[config.mk]
export PLATFORM = sky130hd
export DESIGN_NAME = gamepad_event_gen_flat
export DESIGN_NICKNAME = d
export VERILOG_FILES = /design/src/rtl/gamepad_event_gen_if.sv /design/src/rtl/gamepad_event_gen.sv /design/src/flat_wrapper.sv
export SDC_FILE = /design/constraint.sdc
export NUM_CORES = 1
export LEC_CHECK = 0
export CORE_MARGIN = 2
export CORE_UTILIZATION = 43
export CTS_BUF_LIST = sky130_fd_sc_hd__clkbuf_4 sky130_fd_sc_hd__clkbuf_8 sky130_fd_sc_hd__clkbuf_16
export DETAILED_ROUTE_END_ITERATION = 12
export GPL_ROUTABILITY_DRIVEN = 0
export PLACE_DENSITY_LB_ADDON = 0.2
export SETUP_SLACK_MARGIN = 0.15
export SLEW_MARGIN = 20
export SYNTH_ARGS = -nofsm -noshare
export SYNTH_HDL_FRONTEND = slang
export SYNTH_SLANG_ARGS = --single-unit
export TNS_END_PERCENT = 30
[constraint.sdc]
create_clock -name clk -period 2.2 [get_ports clk]
set_input_delay 0.66 -clock clk [delete_from_list [all_inputs] [get_ports clk]]
set_output_delay 0.66 -clock clk [all_outputs]
set_load 0.01 [all_outputs]
[src/rtl/gamepad_event_gen_if.sv]
// Event delivery channel between gamepad_event_gen and its consumer.
//   evt_valid  : head of the event FIFO holds an event
//   evt_ready  : consumer accepts the head when evt_valid & evt_ready
//   evt_code   : button index of the head event
//   evt_repeat : head event is an auto-repeat (0 = first press)
// master = event producer, slave = event consumer.
interface gamepad_event_gen_if;
   logic       evt_valid;
   logic       evt_ready;
   logic [3:0] evt_code;
   logic       evt_repeat;

   modport master (output evt_valid, output evt_code, output evt_repeat, input evt_ready);
   modport slave  (input evt_valid, input evt_code, input evt_repeat, output evt_ready);
endinterface

[src/rtl/gamepad_event_gen.sv]
// Turns the decoded gamepad level vector into a queued stream of press and
// auto-repeat events. Debounce and repeat timing advance only on frame_tick_i.
// Ports:
//   clk, rst_n     : clock, asynchronous active-low reset
//   btn_in_i       : button levels, active-high, synchronous to clk
//   present_i      : gamepad present; when low, all per-button state clears
//   frame_tick_i   : one-cycle sampling strobe per frame
//   btn_held_o     : debounced stable levels
//   evt_merged_o   : sticky flag, an event merged into an already-pending one
//   evt_if         : valid/ready event channel (show-ahead FIFO head)
module gamepad_event_gen #(
   parameter int          NUM_BTN        = 12,
   parameter logic [11:0] REPEAT_MASK    = 12'h0F0,
   parameter int          DEBOUNCE_TICKS = 2,
   parameter int          REPEAT_DELAY   = 20,
   parameter int          REPEAT_RATE    = 6,
   parameter int          FIFO_DEPTH     = 4
) (
   input  logic               clk,
   input  logic               rst_n,
   input  logic [NUM_BTN-1:0] btn_in_i,
   input  logic               present_i,
   input  logic               frame_tick_i,
   output logic [NUM_BTN-1:0] btn_held_o,
   output logic               evt_merged_o,
   gamepad_event_gen_if.master evt_if
);
   localparam int DB_W   = $clog2(DEBOUNCE_TICKS + 1);
   localparam int HOLD_W = $clog2(REPEAT_DELAY + 1);
   localparam int RATE_W = $clog2(REPEAT_RATE + 1);
   localparam int IDX_W  = $clog2(NUM_BTN);
   localparam int PTR_W  = $clog2(FIFO_DEPTH);
   localparam int CNT_W  = PTR_W + 1;

   logic [NUM_BTN-1:0] stable_vec;
   logic [NUM_BTN-1:0] press_ev;
   logic [NUM_BTN-1:0] rep_ev;

   // ---------------- per-button debounce and repeat timing ----------------
   for (genvar gi = 0; gi < NUM_BTN; gi++) begin : g_btn
      logic [DB_W-1:0] agree_q, agree_d;
      logic            stable_q, stable_d;
      logic            press_l;

      always_comb begin
         agree_d  = agree_q;
         stable_d = stable_q;
         press_l  = 1'b0;
         if (!present_i) begin
            agree_d  = '0;
            stable_d = 1'b0;
         end else if (frame_tick_i) begin
            if (btn_in_i[gi] != stable_q) begin
               // Counter reaching DEBOUNCE_TICKS means this sample is the last agreeing one.
               if (agree_q == DB_W'(DEBOUNCE_TICKS - 1)) begin
                  stable_d = btn_in_i[gi];
                  agree_d  = '0;
                  press_l  = btn_in_i[gi];
               end else begin
                  agree_d = agree_q + 1'b1;
               end
            end else begin
               agree_d = '0;
            end
         end
      end

      always_ff @(posedge clk or negedge rst_n) begin
         if (!rst_n) begin
            agree_q  <= '0;
            stable_q <= 1'b0;
         end else begin
            agree_q  <= agree_d;
            stable_q <= stable_d;
         end
      end

      assign stable_vec[gi] = stable_q;
      assign press_ev[gi]   = press_l;

      if (REPEAT_MASK[gi]) begin : g_rep
         // hold_q saturates at REPEAT_DELAY; rate_q then paces the periodic repeats,
         // so neither counter ever wraps while the button stays held.
         logic [HOLD_W-1:0] hold_q, hold_d;
         logic [RATE_W-1:0] rate_q, rate_d;
         logic              rep_l;

         always_comb begin
            hold_d = hold_q;
            rate_d = rate_q;
            rep_l  = 1'b0;
            if (!present_i || press_l || (stable_q && !stable_d)) begin
               hold_d = '0;
               rate_d = '0;
            end else if (frame_tick_i && stable_q) begin
               if (hold_q != HOLD_W'(REPEAT_DELAY)) begin
                  hold_d = hold_q + 1'b1;
                  rep_l  = (hold_q == HOLD_W'(REPEAT_DELAY - 1));
               end else if (rate_q == RATE_W'(REPEAT_RATE - 1)) begin
                  rate_d = '0;
                  rep_l  = 1'b1;
               end else begin
                  rate_d = rate_q + 1'b1;
               end
            end
         end

         always_ff @(posedge clk or negedge rst_n) begin
            if (!rst_n) begin
               hold_q <= '0;
               rate_q <= '0;
            end else begin
               hold_q <= hold_d;
               rate_q <= rate_d;
            end
         end

         assign rep_ev[gi] = rep_l;
      end else begin : g_norep
         assign rep_ev[gi] = 1'b0;
      end
   end

   assign btn_held_o = stable_vec;

   // ---------------- pending set and arbiter ----------------
   logic [NUM_BTN-1:0] pend_q, pend_d;
   logic [NUM_BTN-1:0] kind_q, kind_d;   // 1 = repeat
   logic               merged_q, merged_d;
   logic               sel_valid;
   logic [IDX_W-1:0]   sel_idx;

   logic [CNT_W-1:0]   count_q, count_d;
   logic [PTR_W-1:0]   wr_ptr_q, rd_ptr_q;
   logic [4:0]         mem_q [FIFO_DEPTH];
   logic [4:0]         head;
   logic               fifo_empty, fifo_full, push, pop;

   assign fifo_empty = (count_q == '0);
   assign fifo_full  = (count_q == CNT_W'(FIFO_DEPTH));
   assign pop        = !fifo_empty && evt_if.evt_ready;
   // Pending is about to be discarded when the pad is absent, so nothing is pushed then.
   assign push       = sel_valid && present_i && (!fifo_full || pop);

   always_comb begin
      sel_valid = 1'b0;
      sel_idx   = '0;
      for (int i = NUM_BTN - 1; i >= 0; i--) begin
         if (pend_q[i]) begin
            sel_valid = 1'b1;
            sel_idx   = IDX_W'(i);
         end
      end
   end

   always_comb begin
      pend_d   = pend_q;
      kind_d   = kind_q;
      merged_d = merged_q;
      if (!present_i) begin
         pend_d = '0;
         kind_d = '0;
      end else begin
         if (push) pend_d[sel_idx] = 1'b0;
         // A bit pushed this cycle is already free, so a new event there is not a merge.
         for (int i = 0; i < NUM_BTN; i++) begin
            if (press_ev[i] || rep_ev[i]) begin
               if (pend_d[i]) begin
                  merged_d = 1'b1;
                  if (press_ev[i]) kind_d[i] = 1'b0;
               end else begin
                  pend_d[i] = 1'b1;
                  kind_d[i] = rep_ev[i] && !press_ev[i];
               end
            end
         end
      end
   end

   // ---------------- event FIFO ----------------
   assign count_d = count_q + CNT_W'(push) - CNT_W'(pop);

   always_ff @(posedge clk or negedge rst_n) begin
      if (!rst_n) begin
         pend_q   <= '0;
         kind_q   <= '0;
         merged_q <= 1'b0;
         count_q  <= '0;
         wr_ptr_q <= '0;
         rd_ptr_q <= '0;
      end else begin
         pend_q   <= pend_d;
         kind_q   <= kind_d;
         merged_q <= merged_d;
         count_q  <= count_d;
         if (push) wr_ptr_q <= wr_ptr_q + 1'b1;
         if (pop)  rd_ptr_q <= rd_ptr_q + 1'b1;
      end
   end

   // Storage needs no reset: the head is masked whenever the FIFO is empty.
   always_ff @(posedge clk) begin
      if (push) mem_q[wr_ptr_q] <= {kind_q[sel_idx], 4'(sel_idx)};
   end

   assign head              = mem_q[rd_ptr_q];
   assign evt_if.evt_valid  = !fifo_empty;
   assign evt_if.evt_code   = fifo_empty ? 4'd0 : head[3:0];
   assign evt_if.evt_repeat = fifo_empty ? 1'b0 : head[4];
   assign evt_merged_o      = merged_q;
endmodule

[src/flat_wrapper.sv]
// flat-port wrapper written by rule: the top's interface ports become plain ports
module gamepad_event_gen_flat 
#(
   parameter int          NUM_BTN        = 12,
   parameter logic [11:0] REPEAT_MASK    = 12'h0F0,
   parameter int          DEBOUNCE_TICKS = 2,
   parameter int          REPEAT_DELAY   = 20,
   parameter int          REPEAT_RATE    = 6,
   parameter int          FIFO_DEPTH     = 4
)
  (clk, rst_n, btn_in_i, present_i, frame_tick_i, btn_held_o, evt_merged_o, evt_if_evt_valid, evt_if_evt_code, evt_if_evt_repeat, evt_if_evt_ready);
  gamepad_event_gen_if evt_if_i ();
  input  logic clk;
  input  logic rst_n;
  input  logic [NUM_BTN-1:0] btn_in_i;
  input  logic present_i;
  input  logic frame_tick_i;
  output logic [NUM_BTN-1:0] btn_held_o;
  output logic evt_merged_o;
  output wire logic [$bits(evt_if_i.evt_valid)-1:0] evt_if_evt_valid;
  output wire logic [$bits(evt_if_i.evt_code)-1:0] evt_if_evt_code;
  output wire logic [$bits(evt_if_i.evt_repeat)-1:0] evt_if_evt_repeat;
  input wire logic [$bits(evt_if_i.evt_ready)-1:0] evt_if_evt_ready;
  assign evt_if_evt_valid = evt_if_i.evt_valid;
  assign evt_if_evt_code = evt_if_i.evt_code;
  assign evt_if_evt_repeat = evt_if_i.evt_repeat;
  assign evt_if_i.evt_ready = evt_if_evt_ready;
  gamepad_event_gen #(.NUM_BTN(NUM_BTN), .REPEAT_MASK(REPEAT_MASK), .DEBOUNCE_TICKS(DEBOUNCE_TICKS), .REPEAT_DELAY(REPEAT_DELAY), .REPEAT_RATE(REPEAT_RATE), .FIFO_DEPTH(FIFO_DEPTH)) u_core (.clk(clk), .rst_n(rst_n), .btn_in_i(btn_in_i), .present_i(present_i), .frame_tick_i(frame_tick_i), .btn_held_o(btn_held_o), .evt_merged_o(evt_merged_o), .evt_if(evt_if_i));
endmodule
==> metrics.md <==
| Metric | Value |
|---|---|
| Status | `finished, violations left` |
| Failing checks | `setup timing` |
| Cells after Synth | `564` |
| Mapped Nets | `596` |
| Max clock buf depth | `2` |
| DP Area | `6920 sq um` |
| Clk root buf | `clkbuf_16` |
| Top cells by area, synth | `dfrtp_1 (40%), edfxtp_1 (10%), nor2_1 (4.3%), xnor2_1 (3.2%), ha_1 (3.0%)` |
| Port bufs | `35` |
| Largest net degree at the start of global routing | `41` |
| CTS Buf Count | `9` |
| Initial Utilization | `43.7%` |
| Register bit count reported by yosys | `approximately 110` |
| Crit path largest cell delay | `around 0.48 ns` |
| Placed insts | `about 830` |
| Commonest cells after routing, fill and taps aside | `buf_4 (101), dfrtp_1 (82), nor2_1 (62), nand2_1 (40), a21oi_1 (34)` |
| Synthesized area | `5770 sq um` |
| Min-Delay Path Class | `in2async` |
| DIE WIDTH | `120 um` |
| Min cycle time layout | `2.34 ns` |
| # hold bufs at CTS | `0` |
| Worst-Skew Late Latency | `0.35 ns` |
| Post-synth EDFFs | `20` |
| Syn. warnings | `0` |
| Setup-failing EPs final | `5` |
| Cell taking the most area after synthesis | `dfrtp_1` |
| N_diodes | `0` |
| Drt wl/cell | `15.1 um` |
| CTS tree | `done` |
| Clock H-tree levels | `3` |
| Setup CP Type | `reg2out` |
| Starting DRT DRC Count | `237` |
| Clk slew on worst S/H paths | `0.07 ns` |
| FFs w/ async S/R, synth | `82.1%` |
| Final hold violations | `0` |
| # IOs | `36` |
| Reg2Reg Setup Slack | `0.04 ns` |
| Worst EP arrival | `1.68 ns` |
| Area of the multi-input gates | `2800 sq um` |
| Net count, final | `just over 700` |
| Share of layout cells above drive strength 1 | `27.3%` |
| Leak | `3.30 nW` |
| Critical path peak fanout | `5` |
| Pins over their slew limit | `0` |
| Via count | `about 4500` |
| Grt ovf | `0` |
| PD cells | `about 740 nW/um^2` |
| DRC Markers | `0` |
| Final WL | `between 10 and 15 mm` |
| Clock Skew | `0.00490 ns` |
| Synth top area share | `39.9%` |
| Design area | `7510 sq um` |
| Filler cells | `1147` |
| CP Capture Type | `output port` |
| Height of the chip | `120 um` |
| Drt via density | `between 5 and 6` |
| Via count of the first global-routing pass | `4688` |
| Largest family of logic cells by synthesized area | `simple AND/OR/NAND/NOR gates` |
| Crit-path cells | `buf_6 > mux4_2 > and2_1 > buf_2` |
| Unrepaired setup endpoints after global routing | `yes` |
| Fmax | `between 400 and 500 MHz` |
| Worst IR Drop VDD | `348 uV` |
| 1st-pass router iterations | `4` |
| DP Wirelength | `around 9.3 mm` |
| Total core area | `13200 sq um` |
| Count of different cell masters after synthesis | `59` |
| First-pass GRT wire length | `22.3 mm` |
| Die Footprint | `~14000 sq um` |
| ANT nets after route | `0` |
| Data required, critical path | `1.54 ns` |
| XOR/XNOR Fraction of Synth Area | `5.32%` |
| Mux share of post-synthesis cell area | `4.04%` |
| Worst-Margin Slew | `0.516 ns` |
| Top_reg_cell synth | `dfrtp_1` |
| Max-cap violations | `0` |
| Max_slew headroom | `65.5%` |
| Initial antenna violation count | `0` |
| Commonest non-fill, non-tap cell in the layout | `buf_4` |
| Adder-cell area share of the yosys netlist | `3.39%` |
| Slowest cell on crit path | `mux4_2` |
| # rows | `between 40 and 50` |
| GRT Total Usage | `roughly 20%` |
| Final worst slack | `-0.144 ns` |
| Final period utilization | `107%` |
| Area Overhead vs Synth | `30.2%` |
| Critical Path Source Type | `register` |
| Finished Layout Cells | `between 800 and 900` |
| FF+latch area | `2920 sq um` |
| Synth Area in Compound Gates | `between 10% and 20%` |
| Avg Inst Size Synth | `approximately 10 sq um` |
| Seq/Total Area, Yosys | `~50%` |
| CTS Sinks | `112` |
| Area share of and/or/nand/nor cells after synthesis | `between 20% and 30%` |
## kinds of logic after synthesis
logic type               after synthesis
AND/OR/NAND/NOR                      233
flip-flops                           112
AO/OA/AOI/OAI                         94
buffers and inverters                 58
XOR/XNOR                              35
multiplexers                          17
adder cells (fa/ha/maj)               15
## state kept, by name (all words and copies together), names as in the netlist
| register | count |
|---|---|
| u_core.count_q | 3 |
| u_core.evt_merged_o | 1 |
| u_core.g_btn.agree_q | 24 |
| u_core.g_btn.g_rep.hold_q | 20 |
| u_core.g_btn.g_rep.rate_q | 12 |
| u_core.g_btn.stable_q | 12 |
| u_core.kind_q | 4 |
| u_core.mem_q | 20 |
| u_core.pend_q | 12 |
| u_core.rd_ptr_q | 2 |
| u_core.wr_ptr_q | 2 |
## per-stage QoR
step	total power, mW	util (%)	hold WS, ns	setup slack [ns]	setup TNS (ns)
floorplan	3.13	-	0.364	-0.0566	-0.0566
global placement	3.65	52.5	0.491	-0.483	-14.04
detailed placement	3.68	52.5	0.498	-0.527	-17.32
CTS	5.56	56.6	0.222	-0.167	-0.749
global route	5.81	56.9	0.226	-0.216	-1.02
finish	5.52	56.9	0.223	-0.144	-0.640
## power by group
| part | total [mW] | internal (mW) | switching, mW | leakage (nW) |
|---|---|---|---|---|
| clock network | 1.69 | 0.968 | 0.719 | 0.156 |
| registers | 2.38 | 2.25 | 0.126 | 1.43 |
| logic | 1.46 | 0.815 | 0.643 | 1.72 |
| total | 5.52 | 4.03 | 1.49 | 3.30 |
## path summary, 6_finish.rpt
| kind | start | endpoint | cells after the start |
|---|---|---|---|
| max | u_core.rd_ptr_q[0] | evt_if_evt_repeat | 4 |
| min | rst_n | u_core.rd_ptr_q[0] | 1 |
| max reg2reg | u_core.count_q[2] | u_core.count_q[2] | 9 |
| min reg2reg | u_core.g_btn[0].agree_q[1] | u_core.g_btn[0].agree_q[1] | 1 |
| max in group asynchronous | rst_n | u_core.g_btn[9].agree_q[1] | 2 |
| min in group clk | u_core.g_btn[0].agree_q[1] | u_core.g_btn[0].agree_q[1] | 1 |
## worst max-delay path, delay by kind of cell, from the launching register on
family,cells,cell delay (ns)
simple gates,1,0.15
buf+inv,2,0.26
flops,1,0.45
mux,1,0.48
## repair_timing
action,4_1_cts,5_1_grt
setup endpoints to repair,43,19
setup buffers,16,0
resized for setup,61,17
pin swaps,24,8
## per-layer routing
metal  track usage, %  share of wire, %  vias to the layer above
met5                0                 0                        -
met3             5.28               3.7                       19
met4             5.66               1.7                        0
li1                 -                 -                     2208
met1             24.1                44                     2208
met2             34.4                51                       78
## layout make-up
class | instances | area share [%]
Clock buffer | 13 | 3.57
Inverter | 25 | 1.25
Timing Repair Buffer | 142 | 15.6
Clock inverter | 3 | 0.533
Multi-Input combinational cell | 394 | 37.2
Sequential cell | 112 | 38.8
Tap cell | 176 | 2.93
## cell usage after synthesis, types with 2 or more instances
| master | count |
|---|---|
| a211oi_1 | 5 |
| a21oi_1 | 34 |
| a31o_1 | 2 |
| a31oi_1 | 2 |
| a41oi_1 | 3 |
| and2_1 | 11 |
| and3_1 | 13 |
| and4b_1 | 3 |
| buf_1 | 3 |
| buf_2 | 3 |
| buf_4 | 12 |
| clkbuf_1 | 15 |
| dfrtp_1 | 92 |
| edfxtp_1 | 20 |
| ha_1 | 14 |
| inv_1 | 24 |
| mux2i_1 | 12 |
| mux4_2 | 5 |
| nand2_1 | 40 |
| nand2b_1 | 7 |
| nand3_1 | 13 |
| nand3b_1 | 9 |
| nand4_1 | 9 |
| nand4b_1 | 3 |
| nor2_1 | 66 |
| nor2_2 | 3 |
| nor2b_1 | 14 |
| nor3_1 | 20 |
| nor3b_1 | 8 |
| nor4_1 | 2 |
| o2111ai_1 | 3 |
| o211ai_1 | 5 |
| o21a_1 | 4 |
| o21ai_0 | 16 |
| o21ai_1 | 4 |
| o31ai_1 | 2 |
| o41ai_2 | 3 |
| or2_2 | 3 |
| or3_1 | 4 |
| xnor2_1 | 21 |
| xor2_1 | 14 |
No activity file was read; power rests on OpenSTA's default activity.
